**src/rtl/spi_eeprom_responder_pkg.sv**
```systemverilog
// Shared opcodes, status byte and FSM encoding for the SPI EEPROM responder.
package spi_eeprom_defs;

  localparam logic [7:0] OP_READ     = 8'h03;
  localparam logic [7:0] OP_RDSR     = 8'h05;
  localparam logic [7:0] STATUS_BYTE = 8'h00;

  typedef enum logic [2:0] {
    ST_IDLE   = 3'd0,
    ST_CMD    = 3'd1,
    ST_ADDR   = 3'd2,
    ST_DATA   = 3'd3,
    ST_STATUS = 3'd4,
    ST_IGNORE = 3'd5
  } state_t;

endpackage

```
**src/rtl/spi_eeprom_responder_if.sv**
```systemverilog
// SPI link plus preload port; master = initiator/bench side, slave = responder side.
interface spi_eeprom_responder_if #(
  parameter int ADDR_W = 7
);
  logic              cs;
  logic              sclk;
  logic              mosi;
  logic              miso;
  logic              miso_oe;
  logic              load_we;
  logic [ADDR_W-1:0] load_addr;
  logic [7:0]        load_data;

  modport master (
    output cs, sclk, mosi, load_we, load_addr, load_data,
    input  miso, miso_oe
  );

  modport slave (
    input  cs, sclk, mosi, load_we, load_addr, load_data,
    output miso, miso_oe
  );
endinterface

```
**src/rtl/spi_eeprom_responder_sync.sv**
```systemverilog
// Multi-flop synchronizer with registered rise/fall pulses (STAGES+1 clk from pin).
// Chain resets to 0, so a line held low through reset never produces a fall.
module spi_edge_sync #(
  parameter int STAGES = 2
) (
  input  logic clk,
  input  logic reset,
  input  logic i_d,
  output logic o_rise,
  output logic o_fall
);
  logic [STAGES-1:0] r_sync;
  logic              r_prev;
  logic              w_q;

  assign w_q = r_sync[STAGES-1];

  always_ff @(posedge clk) begin
    if (reset) begin
      r_sync <= '0;
      r_prev <= 1'b0;
      o_rise <= 1'b0;
      o_fall <= 1'b0;
    end else begin
      r_sync <= {r_sync[STAGES-2:0], i_d};
      r_prev <= w_q;
      o_rise <= w_q & ~r_prev;
      o_fall <= ~w_q & r_prev;
    end
  end
endmodule

```
**src/rtl/spi_eeprom_responder.sv**
```systemverilog
// Mode-0 SPI EEPROM target: READ (0x03) + address bytes streams mem bytes, RDSR returns 0x00.
// All SPI pins are oversampled by clk (>= 8x sclk); memory survives reset.
module spi_eeprom_responder
  import spi_eeprom_defs::*;
#(
  parameter int MEM_DEPTH   = 128,
  parameter int ADDR_BYTES  = 3,
  parameter int SYNC_STAGES = 2
) (
  input  logic                     clk,
  input  logic                     reset,
  spi_eeprom_responder_if.slave    bus,
  output logic                     busy,
  output logic [7:0]               rd_count
);
  localparam int ADDR_W    = $clog2(MEM_DEPTH);
  localparam int ADDR_BITS = 8 * ADDR_BYTES;
  localparam int CNT_W     = $clog2(ADDR_BITS);

  state_t                  r_state, w_state_nxt;
  logic [CNT_W-1:0]        r_bit_cnt;
  logic [6:0]              r_cmd;
  logic [ADDR_W-1:0]       r_addr;
  logic [7:0]              r_tx;
  logic                    r_miso;
  logic [7:0]              r_rd_count;
  logic                    r_busy;
  logic [SYNC_STAGES-1:0]  r_mosi_sync;
  logic [7:0]              r_mem [MEM_DEPTH];

  logic                    w_cs_rise, w_cs_fall, w_sclk_rise, w_sclk_fall;
  logic                    w_mosi, w_byte_end, w_addr_end, w_oe;
  logic [7:0]              w_cmd_byte;
  logic [ADDR_W-1:0]       w_addr_shift, w_fetch_addr;
  logic                    w_fetch, w_load_status;
  logic [7:0]              w_fetch_dat;

  spi_edge_sync #(.STAGES(SYNC_STAGES)) u_cs_sync (
    .clk    (clk),
    .reset  (reset),
    .i_d    (bus.cs),
    .o_rise (w_cs_rise),
    .o_fall (w_cs_fall)
  );

  spi_edge_sync #(.STAGES(SYNC_STAGES)) u_sclk_sync (
    .clk    (clk),
    .reset  (reset),
    .i_d    (bus.sclk),
    .o_rise (w_sclk_rise),
    .o_fall (w_sclk_fall)
  );

  always_ff @(posedge clk) begin
    if (reset) r_mosi_sync <= '0;
    else       r_mosi_sync <= {r_mosi_sync[SYNC_STAGES-2:0], bus.mosi};
  end

  assign w_mosi       = r_mosi_sync[SYNC_STAGES-1];
  assign w_byte_end   = (r_bit_cnt[2:0] == 3'd7);
  assign w_addr_end   = (r_bit_cnt == CNT_W'(ADDR_BITS - 1));
  assign w_cmd_byte   = {r_cmd, w_mosi};
  assign w_addr_shift = {r_addr[ADDR_W-2:0], w_mosi};
  assign w_oe         = (r_state == ST_DATA) || (r_state == ST_STATUS);

  // Write-first: a preload landing on the fetch address in the same clk wins.
  assign w_fetch_dat = (bus.load_we && (bus.load_addr == w_fetch_addr))
                       ? bus.load_data : r_mem[w_fetch_addr];

  always_ff @(posedge clk) begin
    if (reset) r_state <= ST_IDLE;
    else       r_state <= w_state_nxt;
  end

  always_comb begin
    w_state_nxt   = r_state;
    w_fetch       = 1'b0;
    w_fetch_addr  = r_addr + ADDR_W'(1);
    w_load_status = 1'b0;
    case (r_state)
      ST_IDLE: if (w_cs_fall) w_state_nxt = ST_CMD;
      ST_CMD: begin
        if (w_sclk_rise && w_byte_end) begin
          if (w_cmd_byte == OP_READ) begin
            w_state_nxt = ST_ADDR;
          end else if (w_cmd_byte == OP_RDSR) begin
            w_state_nxt   = ST_STATUS;
            w_load_status = 1'b1;
          end else begin
            w_state_nxt = ST_IGNORE;
          end
        end
      end
      ST_ADDR: begin
        w_fetch_addr = w_addr_shift;
        if (w_sclk_rise && w_addr_end) begin
          w_state_nxt = ST_DATA;
          w_fetch     = 1'b1;
        end
      end
      ST_DATA:   w_fetch       = w_sclk_rise && w_byte_end;
      ST_STATUS: w_load_status = w_sclk_rise && w_byte_end;
      default:   w_state_nxt   = r_state;
    endcase
    if (w_cs_rise) w_state_nxt = ST_IDLE;
  end

  always_ff @(posedge clk) begin
    if (reset) begin
      r_bit_cnt  <= '0;
      r_cmd      <= '0;
      r_addr     <= '0;
      r_tx       <= '0;
      r_miso     <= 1'b0;
      r_rd_count <= '0;
      r_busy     <= 1'b0;
    end else begin
      if (w_cs_fall)      r_busy <= 1'b1;
      else if (w_cs_rise) r_busy <= 1'b0;

      if (r_state == ST_IDLE) begin
        r_bit_cnt <= '0;
        r_miso    <= 1'b0;
        if (w_cs_fall) r_rd_count <= '0;
      end else if (w_cs_rise) begin
        r_bit_cnt <= '0;
        r_miso    <= 1'b0;
      end else begin
        if (w_sclk_rise) begin
          r_cmd <= w_cmd_byte[6:0];
          if ((r_state == ST_ADDR) ? w_addr_end : w_byte_end) r_bit_cnt <= '0;
          else                                                r_bit_cnt <= r_bit_cnt + CNT_W'(1);
          if (r_state == ST_ADDR) r_addr <= w_addr_shift;
          if (r_state == ST_DATA && w_byte_end) begin
            r_addr <= w_fetch_addr;
            if (r_rd_count != 8'hFF) r_rd_count <= r_rd_count + 8'd1;
          end
        end
        if (w_fetch)            r_tx <= w_fetch_dat;
        else if (w_load_status) r_tx <= STATUS_BYTE;
        // Mode 0: the target changes miso on the falling edge, MSB first.
        if (w_sclk_fall && w_oe) begin
          r_miso <= r_tx[7];
          r_tx   <= {r_tx[6:0], 1'b0};
        end
      end
    end
  end

  always_ff @(posedge clk) begin
    if (bus.load_we) r_mem[bus.load_addr] <= bus.load_data;
  end

  assign bus.miso    = w_oe & r_miso;
  assign bus.miso_oe = w_oe;
  assign busy        = r_busy;
  assign rd_count    = r_rd_count;
endmodule

```
**src/flat_wrapper.sv**
```systemverilog
// flat-port wrapper written by rule: the top's interface ports become plain ports
module spi_eeprom_responder_flat import spi_eeprom_defs::*;
#(
  parameter int MEM_DEPTH   = 128,
  parameter int ADDR_BYTES  = 3,
  parameter int SYNC_STAGES = 2
)
  (clk, reset, busy, rd_count, bus_cs, bus_sclk, bus_mosi, bus_load_we, bus_load_addr, bus_load_data, bus_miso, bus_miso_oe);
  spi_eeprom_responder_if #(.ADDR_W(7)) bus_i ();
  input  logic clk;
  input  logic reset;
  output logic busy;
  output logic [7:0] rd_count;
  input wire logic [$bits(bus_i.cs)-1:0] bus_cs;
  input wire logic [$bits(bus_i.sclk)-1:0] bus_sclk;
  input wire logic [$bits(bus_i.mosi)-1:0] bus_mosi;
  input wire logic [$bits(bus_i.load_we)-1:0] bus_load_we;
  input wire logic [$bits(bus_i.load_addr)-1:0] bus_load_addr;
  input wire logic [$bits(bus_i.load_data)-1:0] bus_load_data;
  output wire logic [$bits(bus_i.miso)-1:0] bus_miso;
  output wire logic [$bits(bus_i.miso_oe)-1:0] bus_miso_oe;
  assign bus_i.cs = bus_cs;
  assign bus_i.sclk = bus_sclk;
  assign bus_i.mosi = bus_mosi;
  assign bus_i.load_we = bus_load_we;
  assign bus_i.load_addr = bus_load_addr;
  assign bus_i.load_data = bus_load_data;
  assign bus_miso = bus_i.miso;
  assign bus_miso_oe = bus_i.miso_oe;
  spi_eeprom_responder #(.MEM_DEPTH(MEM_DEPTH), .ADDR_BYTES(ADDR_BYTES), .SYNC_STAGES(SYNC_STAGES)) u_core (.clk(clk), .reset(reset), .bus(bus_i), .busy(busy), .rd_count(rd_count));
endmodule
```
**config.mk**
```make
export PLATFORM = sky130hd
export DESIGN_NAME = spi_eeprom_responder_flat
export DESIGN_NICKNAME = d
export VERILOG_FILES = /design/src/rtl/spi_eeprom_responder_pkg.sv /design/src/rtl/spi_eeprom_responder_if.sv /design/src/rtl/spi_eeprom_responder_sync.sv /design/src/rtl/spi_eeprom_responder.sv /design/src/flat_wrapper.sv
export SDC_FILE = /design/constraint.sdc
export NUM_CORES = 1
export LEC_CHECK = 0
export ABC_AREA = 1
export BUFFER_PORTS_ARGS = -buffer_cell sky130_fd_sc_hd__buf_4
export CAP_MARGIN = 20
export CORE_ASPECT_RATIO = 1.75
export CORE_UTILIZATION = 45
export CTS_CLUSTER_SIZE = 28
export DETAILED_ROUTE_END_ITERATION = 6
export HOLD_SLACK_MARGIN = 0.05
export SKIP_CTS_REPAIR_TIMING = 1
export SYNTH_ARGS = -nofsm -noshare
export SYNTH_HDL_FRONTEND = slang
export SYNTH_SLANG_ARGS = --single-unit
```
**constraint.sdc**
```tcl
create_clock -name clk -period 6.1 [get_ports clk]
set_input_delay 0.305 -clock clk [delete_from_list [all_inputs] [get_ports clk]]
set_output_delay 0.305 -clock clk [all_outputs]
set_load 0.02 [all_outputs]
```
==> results of run 1 <==
-- cell usage after synthesis (5+ instances only) --
library cell  instances  share of area [%]
buf_4                20               0.34
buf_2               166                1.9
dfxtp_1              52                2.3
xor2_1                6               0.12
inv_1               184                1.5
nor2_1              173                1.5
nand4_1               6              0.084
nor3_1               22               0.25
edfxtp_1           1024                 69
nand2_1            1112                9.4
nand3_1            1040                 12
clkbuf_1             43               0.36
o21ai_0              30               0.34
buf_1                 5              0.042
a21oi_1              40               0.45
-- sequential cells by signal, indices dropped and copies added, names as in the netlist --
| name | count |
|---|---|
| u_core.u_sclk_sync.r_sync | 2 |
| u_core.u_sclk_sync.o_fall | 1 |
| u_core.busy | 1 |
| u_core.r_cmd | 7 |
| u_core.u_cs_sync.r_prev | 1 |
| u_core.u_sclk_sync.r_prev | 1 |
| u_core.r_addr | 7 |
| u_core.r_tx | 8 |
| u_core.u_cs_sync.r_sync | 2 |
| u_core.r_mem | 1024 |
| u_core.r_miso | 1 |
| u_core.u_sclk_sync.o_rise | 1 |
| u_core.r_bit_cnt | 5 |
| u_core.u_cs_sync.o_rise | 1 |
| u_core.rd_count | 8 |
| u_core.u_cs_sync.o_fall | 1 |
| u_core.r_state | 3 |
| u_core.r_mosi_sync | 2 |
-- layer usage --
| metal | global-route usage [%] | wire [µm] | up-vias |
|---|---|---|---|
| li1 | - | - | 13725 |
| met1 | 28.71 | 45740 | 14563 |
| met2 | 44.01 | 64860 | 1044 |
| met3 | 3.071 | 6488 | 270 |
| met4 | 12.72 | 6193 | 0 |
| met5 | 0 | 0 | - |
-- power breakdown --
group	internal [mW]	total, mW	leakage [nW]	switching [mW]
Combinational	0.699	2.66	6.16	1.96
Clock	3.48	6.25	1.54	2.77
Sequential	8.12	8.14	9.63	0.0196
Total	12.3	17.0	17.3	4.75
-- layout make-up --
cell class | count | area share, %
clock inverter | 59 | 1.565
timing repair buffer | 82 | 1.654
antenna | 2 | 0.01018
tap | 1309 | 3.331
multi-input combinational | 2470 | 22.38
clock buffer | 114 | 4.957
inverter | 188 | 1.443
sequential | 1076 | 64.66
-- path summary, 6_finish.rpt --
path                                                  from                          to  slack [ns]
worst max-delay path                      u_core.r_addr[0]              u_core.r_tx[3]        1.96
worst min-delay path                      bus_load_data[6]         u_core.r_mem[59][6]        0.04
worst max register to register            u_core.r_addr[0]              u_core.r_tx[3]        1.96
worst min register to register  u_core.u_cs_sync.r_sync[0]  u_core.u_cs_sync.r_sync[1]        0.41
-- placed cells by master (no fill, tap or decap), types with 6 or more instances in the layout --
cell type,n
a21oi_1,39
buf_12,13
buf_4,62
bufinv_16,14
clkbuf_1,19
clkbuf_16,94
clkinv_1,16
clkinv_2,15
clkinvlp_4,6
dfxtp_1,52
dlygate4sd3_1,6
edfxtp_1,1024
inv_1,182
nand2_1,1112
nand3_1,1040
nand4_1,6
nor2_1,173
nor3_1,22
o21ai_0,30
xor2_1,6
-- logic make-up (layout without fill, tap and decap cells) --
logic type	count (synthesis)	in the layout	synth area share, %
fa+ha+maj	4	4	0.1122
simple gates	2370	2370	23.15
xor+xnor	7	7	0.1374
buf+inv	424	443	4.235
other cells	0	2	0
compound gates	89	89	1.102
flops	1076	1076	71.26
-- through the flow --
step	utilization, %	std cells	instance area, µm²
5_1_grt	50.10	5298	49160
2_1_floorplan	-	3970	44610
3_5_place_dp	46.77	5119	45890
3_3_place_gp	46.74	5118	45870
6_report	50.10	5300	49170
4_1_cts	50.03	5292	49100
==> key figures, run 1 <==
Logic synthesis
  – Synth Warn #: 0
  – Mapped Cells: 3970
  – Post-synth EDFFs: 1024
  – Post-synth ARST share: 0%
  – FF+latch count, synth: 1076
  – Cell area after synthesis: 44610 µm²
  – Yosys cell types: 41
  – Post-synthesis sequential area ratio: 71.26%
  – Post-synthesis net count: 3995
  – Dominant synthesized flop cell: edfxtp_1
  – Mean Syn Cell Area: 11.24 µm²

Clock tree
  – Clk slew on worst S/H paths: 0.07 ns
  – Max Buffers Root-to-Sink: 3
  – Clock Root Buffer: clkbuf_16
  – Htree depth: 3
  – Clk_lat worst skew: 0.71 ns
  – Sink Count: 1076
  – CTS Buf Count: 94
  – CTS tree: yes

Worst setup path
  – Critical path peak fanout: 130
  – Worst Path Buf+Inv: 3
  – CP Data Arrival Time: 4.73 ns
  – Slowest CP cell: dfxtp_1
  – CP dominant cell by count: nand3_1
  – Cells along the critical path: ha_1 -> xnor2_1 -> nand2_1 -> o21ai_4 -> buf_12 -> inv_4 -> buf_12 -> nand3_1 -> nand3_1 -> nand3_1 -> nand3_1 -> nand3_1 -> nand3_1 -> nand2_1 -> a21oi_1
  – Critical path capture point type: flop
  – Reg2reg path depth: 15
  – Critical path type: flop to flop
  – Crit path max-delay family: simple AND/OR/NAND/NOR gates
  – CP max stage delay: 0.57 ns
  – WP depth: 15
  – CP required: 6.69 ns
  – Nature of the critical path startpoint: flop

Cells and area
  – Final net count: 3937
  – Number of fill cells in the layout: 8651
  – Layout cells sized above 1: 6.017%
  – Area of the multi-input gates: 11000 µm²
  – Seq. cell area: 31790 µm²
  – Area Overhead vs Synth: 10.21%

Routing
  – Vias: 29602
  – WL/cell: 23.26 µm
  – Drt first pass iters: 6
  – Post-Route WL: 123300 µm
  – Routed Antenna Nets: 0
  – Drt initial violations: 2548
  – # DRC: 0
  – Via-per-instance ratio: 5.585

Floorplan
  – Placeable Area: 98130 µm²
  – Row count: 152
  – # IOs: 32
  – Die width: 240.0 µm
  – Initial Util: 45.46%
  – Die ar.: 100400 µm²
  – Die Y: 418.5 µm

Timing
  – Hold Fails Final Rpt: 0
  – Final Cycle Share: 67.88%
  – Slew Limit Fails: 0
  – Post-route minimum period: 4.141 ns
  – Fmax: 241.5 MHz
  – Fin Clk Skew: 0.03098 ns
  – Setup ws final: 1.959 ns
  – Worst-Margin Slew: 1.210 ns
  – Rel. slew slack: 19.14%
  – Smallest hold slack: 0.04354 ns
  – Endpoints failing setup: 0
  – Setup tns final: 0 ns
  – Unrepaired setup endpoints after global routing: false

Power
  – PwrDens: 346.7 nW/µm²
  – Worst VDD drop: 0.0002476 V
  – Leakage Power: 17.33 nW
  – Total Power: 17.05 mW

Flow run
  – Max-Cap Viols: 0

Place
  – Port buffer count: 31
  – Post-DP HPWL: 71660 µm
  – Routability cong.: 0.8881
  – Placement Setup Slack: 2.215 ns

Global routing
  – Vias in the first global route: 28540
  – Initial antenna violation count: 0
  – Largest net degree at the start of global routing: 141
  – Congestion Overflow GR: 0
  – Total GRT Usage: 24.63%
  – First-pass GRT wire length: 182500 µm

Hold path
  – Hold crit path type: primary input to flop
  – Hold path cells: 1

Run status
  – Status: completed
(Power assumes the default switching activity.)
==> run 2: changes to the inputs <==
clock period = 3.5 ns   (was 6.1 ns; I/O delays follow)
==> run 2 against run 1 <==
  * Critical path depth shrank 2
  * Worst hold slack improved by 0.0077 ns
  * Count of clock-buffer cells in the layout grew 9
  * Critical path type unchanged
  * Largest cell class unchanged
  * Largest power group unchanged
==> key figures, run 2 (synthesis results as in run 1) <==
Cells and area
  – Finished Cell Area: 50080 µm² (+1.9%)
  – Final net count: 4050 (+2.9%)
  – Most frequent cells in the layout: nand2_1, nand3_1, edfxtp_1, inv_1, nor2_1
  – Diode count: 0 (-2)
  – Largest register FFs: 1024 (unchanged)
  – Area Overhead vs Synth: 12.27%
  – Leading cell type in the layout, fill and taps excluded: nand2_1
  – Layout cells sized above 1: 8.628% (+2.6 points)
  – Largest reg by FF count: u_core.r_mem

Global routing
  – Largest net degree at the start of global routing: 97 (-31%)
  – Congestion Overflow GR: 0 (unchanged)
  – First-pass GRT wire length: 185800 µm (+1.8%)
  – Initial antenna violation count: 0 (unchanged)
  – Vias in the first global route: 29376 (+2.9%)
  – Total GRT Usage: 25.16% (+0.52 points)

Timing
  – Fin Clk Skew: 0.03247 ns (+0.001490 ns)
  – Final Cycle Share: 89.07% (+21 points)
  – Worst-Margin Slew: 1.132 ns (-0.07812 ns)
  – Hold Fails Final Rpt: 0 (unchanged)
  – Fmax: 320.8 MHz (+33%)
  – Rel. slew slack: 24.26% (+5.1 points)
  – Setup tns final: 0 ns (unchanged)
  – Post-route minimum period: 3.118 ns (-1.023 ns)
  – Unrepaired setup endpoints after global routing: false
  – Endpoints failing setup: 0 (unchanged)
  – Slew Limit Fails: 0 (unchanged)

Clock tree
  – Clk slew on worst S/H paths: 0.07 ns (about the same)
  – Sink Count: 1076 (unchanged)
  – Clock Root Buffer: clkbuf_16
  – Clk_lat worst skew: 0.71 ns (about the same)
  – Htree depth: 3 (unchanged)
  – CTS tree: yes
  – Max Buffers Root-to-Sink: 3 (unchanged)
  – CTS Buf Count: 96 (+2.1%)

Worst setup path
  – Critical path capture point type: flop
  – Cells along the critical path: nor2_4 -> nand2_4 -> nand2_4 -> nand2_8 -> buf_4 -> o22ai_1 -> nor2_1 -> o2111ai_1 -> nor3_4 -> nand2_4 -> nand3_1 -> nand2_1 -> a21oi_1
  – Slowest CP cell: dfxtp_1
  – Worst Path Buf+Inv: 1 (-2)
  – CP max stage delay: 0.46 ns (-0.11 ns)
  – CP required: 4.14 ns (-2.55 ns)
  – CP Data Arrival Time: 3.75 ns (-0.98 ns)
  – CP dominant cell by count: nand2_4
  – Crit path max-delay family: simple AND/OR/NAND/NOR gates
  – Critical path peak fanout: 29 (-78%)
  – Critical path type: flop to flop
  – Nature of the critical path startpoint: flop

Place
  – Post-DP HPWL: 77980 µm (+8.8%)
  – Routability cong.: 0.9289 (+4.6%)
  – Port buffer count: 31 (unchanged)
  – Placed instance area: 46960 µm² (+2.3%)

Routing
  – WL/cell: 23.09 µm (-0.76%)
  – Via-per-instance ratio: 5.551 (-0.61%)
  – Vias: 30042 (+1.5%)
  – Post-Route WL: 124900 µm (+1.3%)
  – Routed Antenna Nets: 0 (unchanged)
  – Drt first pass iters: 5 (-1)
  – # DRC: 0 (unchanged)
  – Drt initial violations: 2744 (+7.7%)

Hold path
  – Hold crit path type: primary input to flop

Power
  – PwrDens: 589.3 nW/µm² (+70%)
  – Leakage Power: 17.95 nW (+3.6%)
  – Worst VDD drop: 0.0003748 V (+51%)

Floorplan
  – Row count: 152 (unchanged)
  – Initial Util: 45.46% (unchanged)
  – Die width: 240.0 µm (unchanged)
  – # IOs: 32 (unchanged)
  – Placeable Area: 98130 µm² (unchanged)
  – Die Y: 418.5 µm (unchanged)
  – Die ar.: 100400 µm² (unchanged)

Run status
  – Status: completed

Flow run
  – Max-Cap Viols: 0 (unchanged)
## run 2: changes by cell type in the layout (fill, tap and decap cells not counted), moves of 2 or more
| cell | previous run | this run |
|---|---|---|
| clkbuf_16 | 94 | 97 |
| diode_2 | 2 | 0 |
| buf_12 | 13 | 34 |
| inv_6 | 2 | 4 |
| buf_4 | 62 | 152 |
| clkinv_4 | 3 | 1 |
| bufinv_16 | 14 | 7 |
| clkinv_16 | 3 | 0 |
| clkinv_2 | 15 | 23 |
| clkbuf_8 | 1 | 7 |
## run 2: power by group
group	internal (mW)	leakage [nW]	switching, mW
clock	5.76	1.50	4.70
sequential	14.1	9.63	0.0348
combinational	1.41	6.82	3.46
total	21.3	17.9	8.20
## run 2: final timing paths
kind | startpoint | end | slack (ns) | cells past startpoint
worst min-delay path | bus_load_data[7] | u_core.r_mem[48][7] | 0.05 | 1
worst max-delay path | u_core.r_state[0] | u_core.r_tx[0] | 0.38 | 13
worst min register to register | u_core.u_cs_sync.r_sync[0] | u_core.u_cs_sync.r_sync[1] | 0.41 | 2
worst max register to register | u_core.r_state[0] | u_core.r_tx[0] | 0.38 | 13
## run 2: final cells by class
| type | instances | area (µm²) |
|---|---|---|
| clock buffers | 123 | 2595 |
| clock inverters | 53 | 455.4 |
| fillers | 8641 | 48050 |
| inverters | 188 | 708.2 |
| multi-input cells | 2470 | 11000 |
| flip-flops and latches | 1076 | 31790 |
| well taps | 1309 | 1638 |
| repair buffers | 193 | 1892 |
## run 2: layer usage
metal / up-vias / track usage [%] / part of all wire (%)
met3: 291 / 3.322 / 5.3
met2: 1045 / 45.92 / 54
met4: 0 / 12.40 / 5.1
met1: 14749 / 28.55 / 36
met5: - / 0 / 0
li1: 13957 / - / -
## run 2: stage by stage
step	setup slack, ns	std cells	hold WS, ns	utilization [%]	power [mW]
2_1_floorplan	1.423	3970	0.2739	-	17.45
3_3_place_gp	0.4026	5229	0.3811	47.85	19.30
3_5_place_dp	0.4487	5229	0.3825	47.85	19.33
4_1_cts	0.4301	5405	-0.3399	50.96	29.66
5_1_grt	0.1736	5412	0.05839	51.03	30.55
6_report	0.3825	5412	0.05128	51.03	29.51
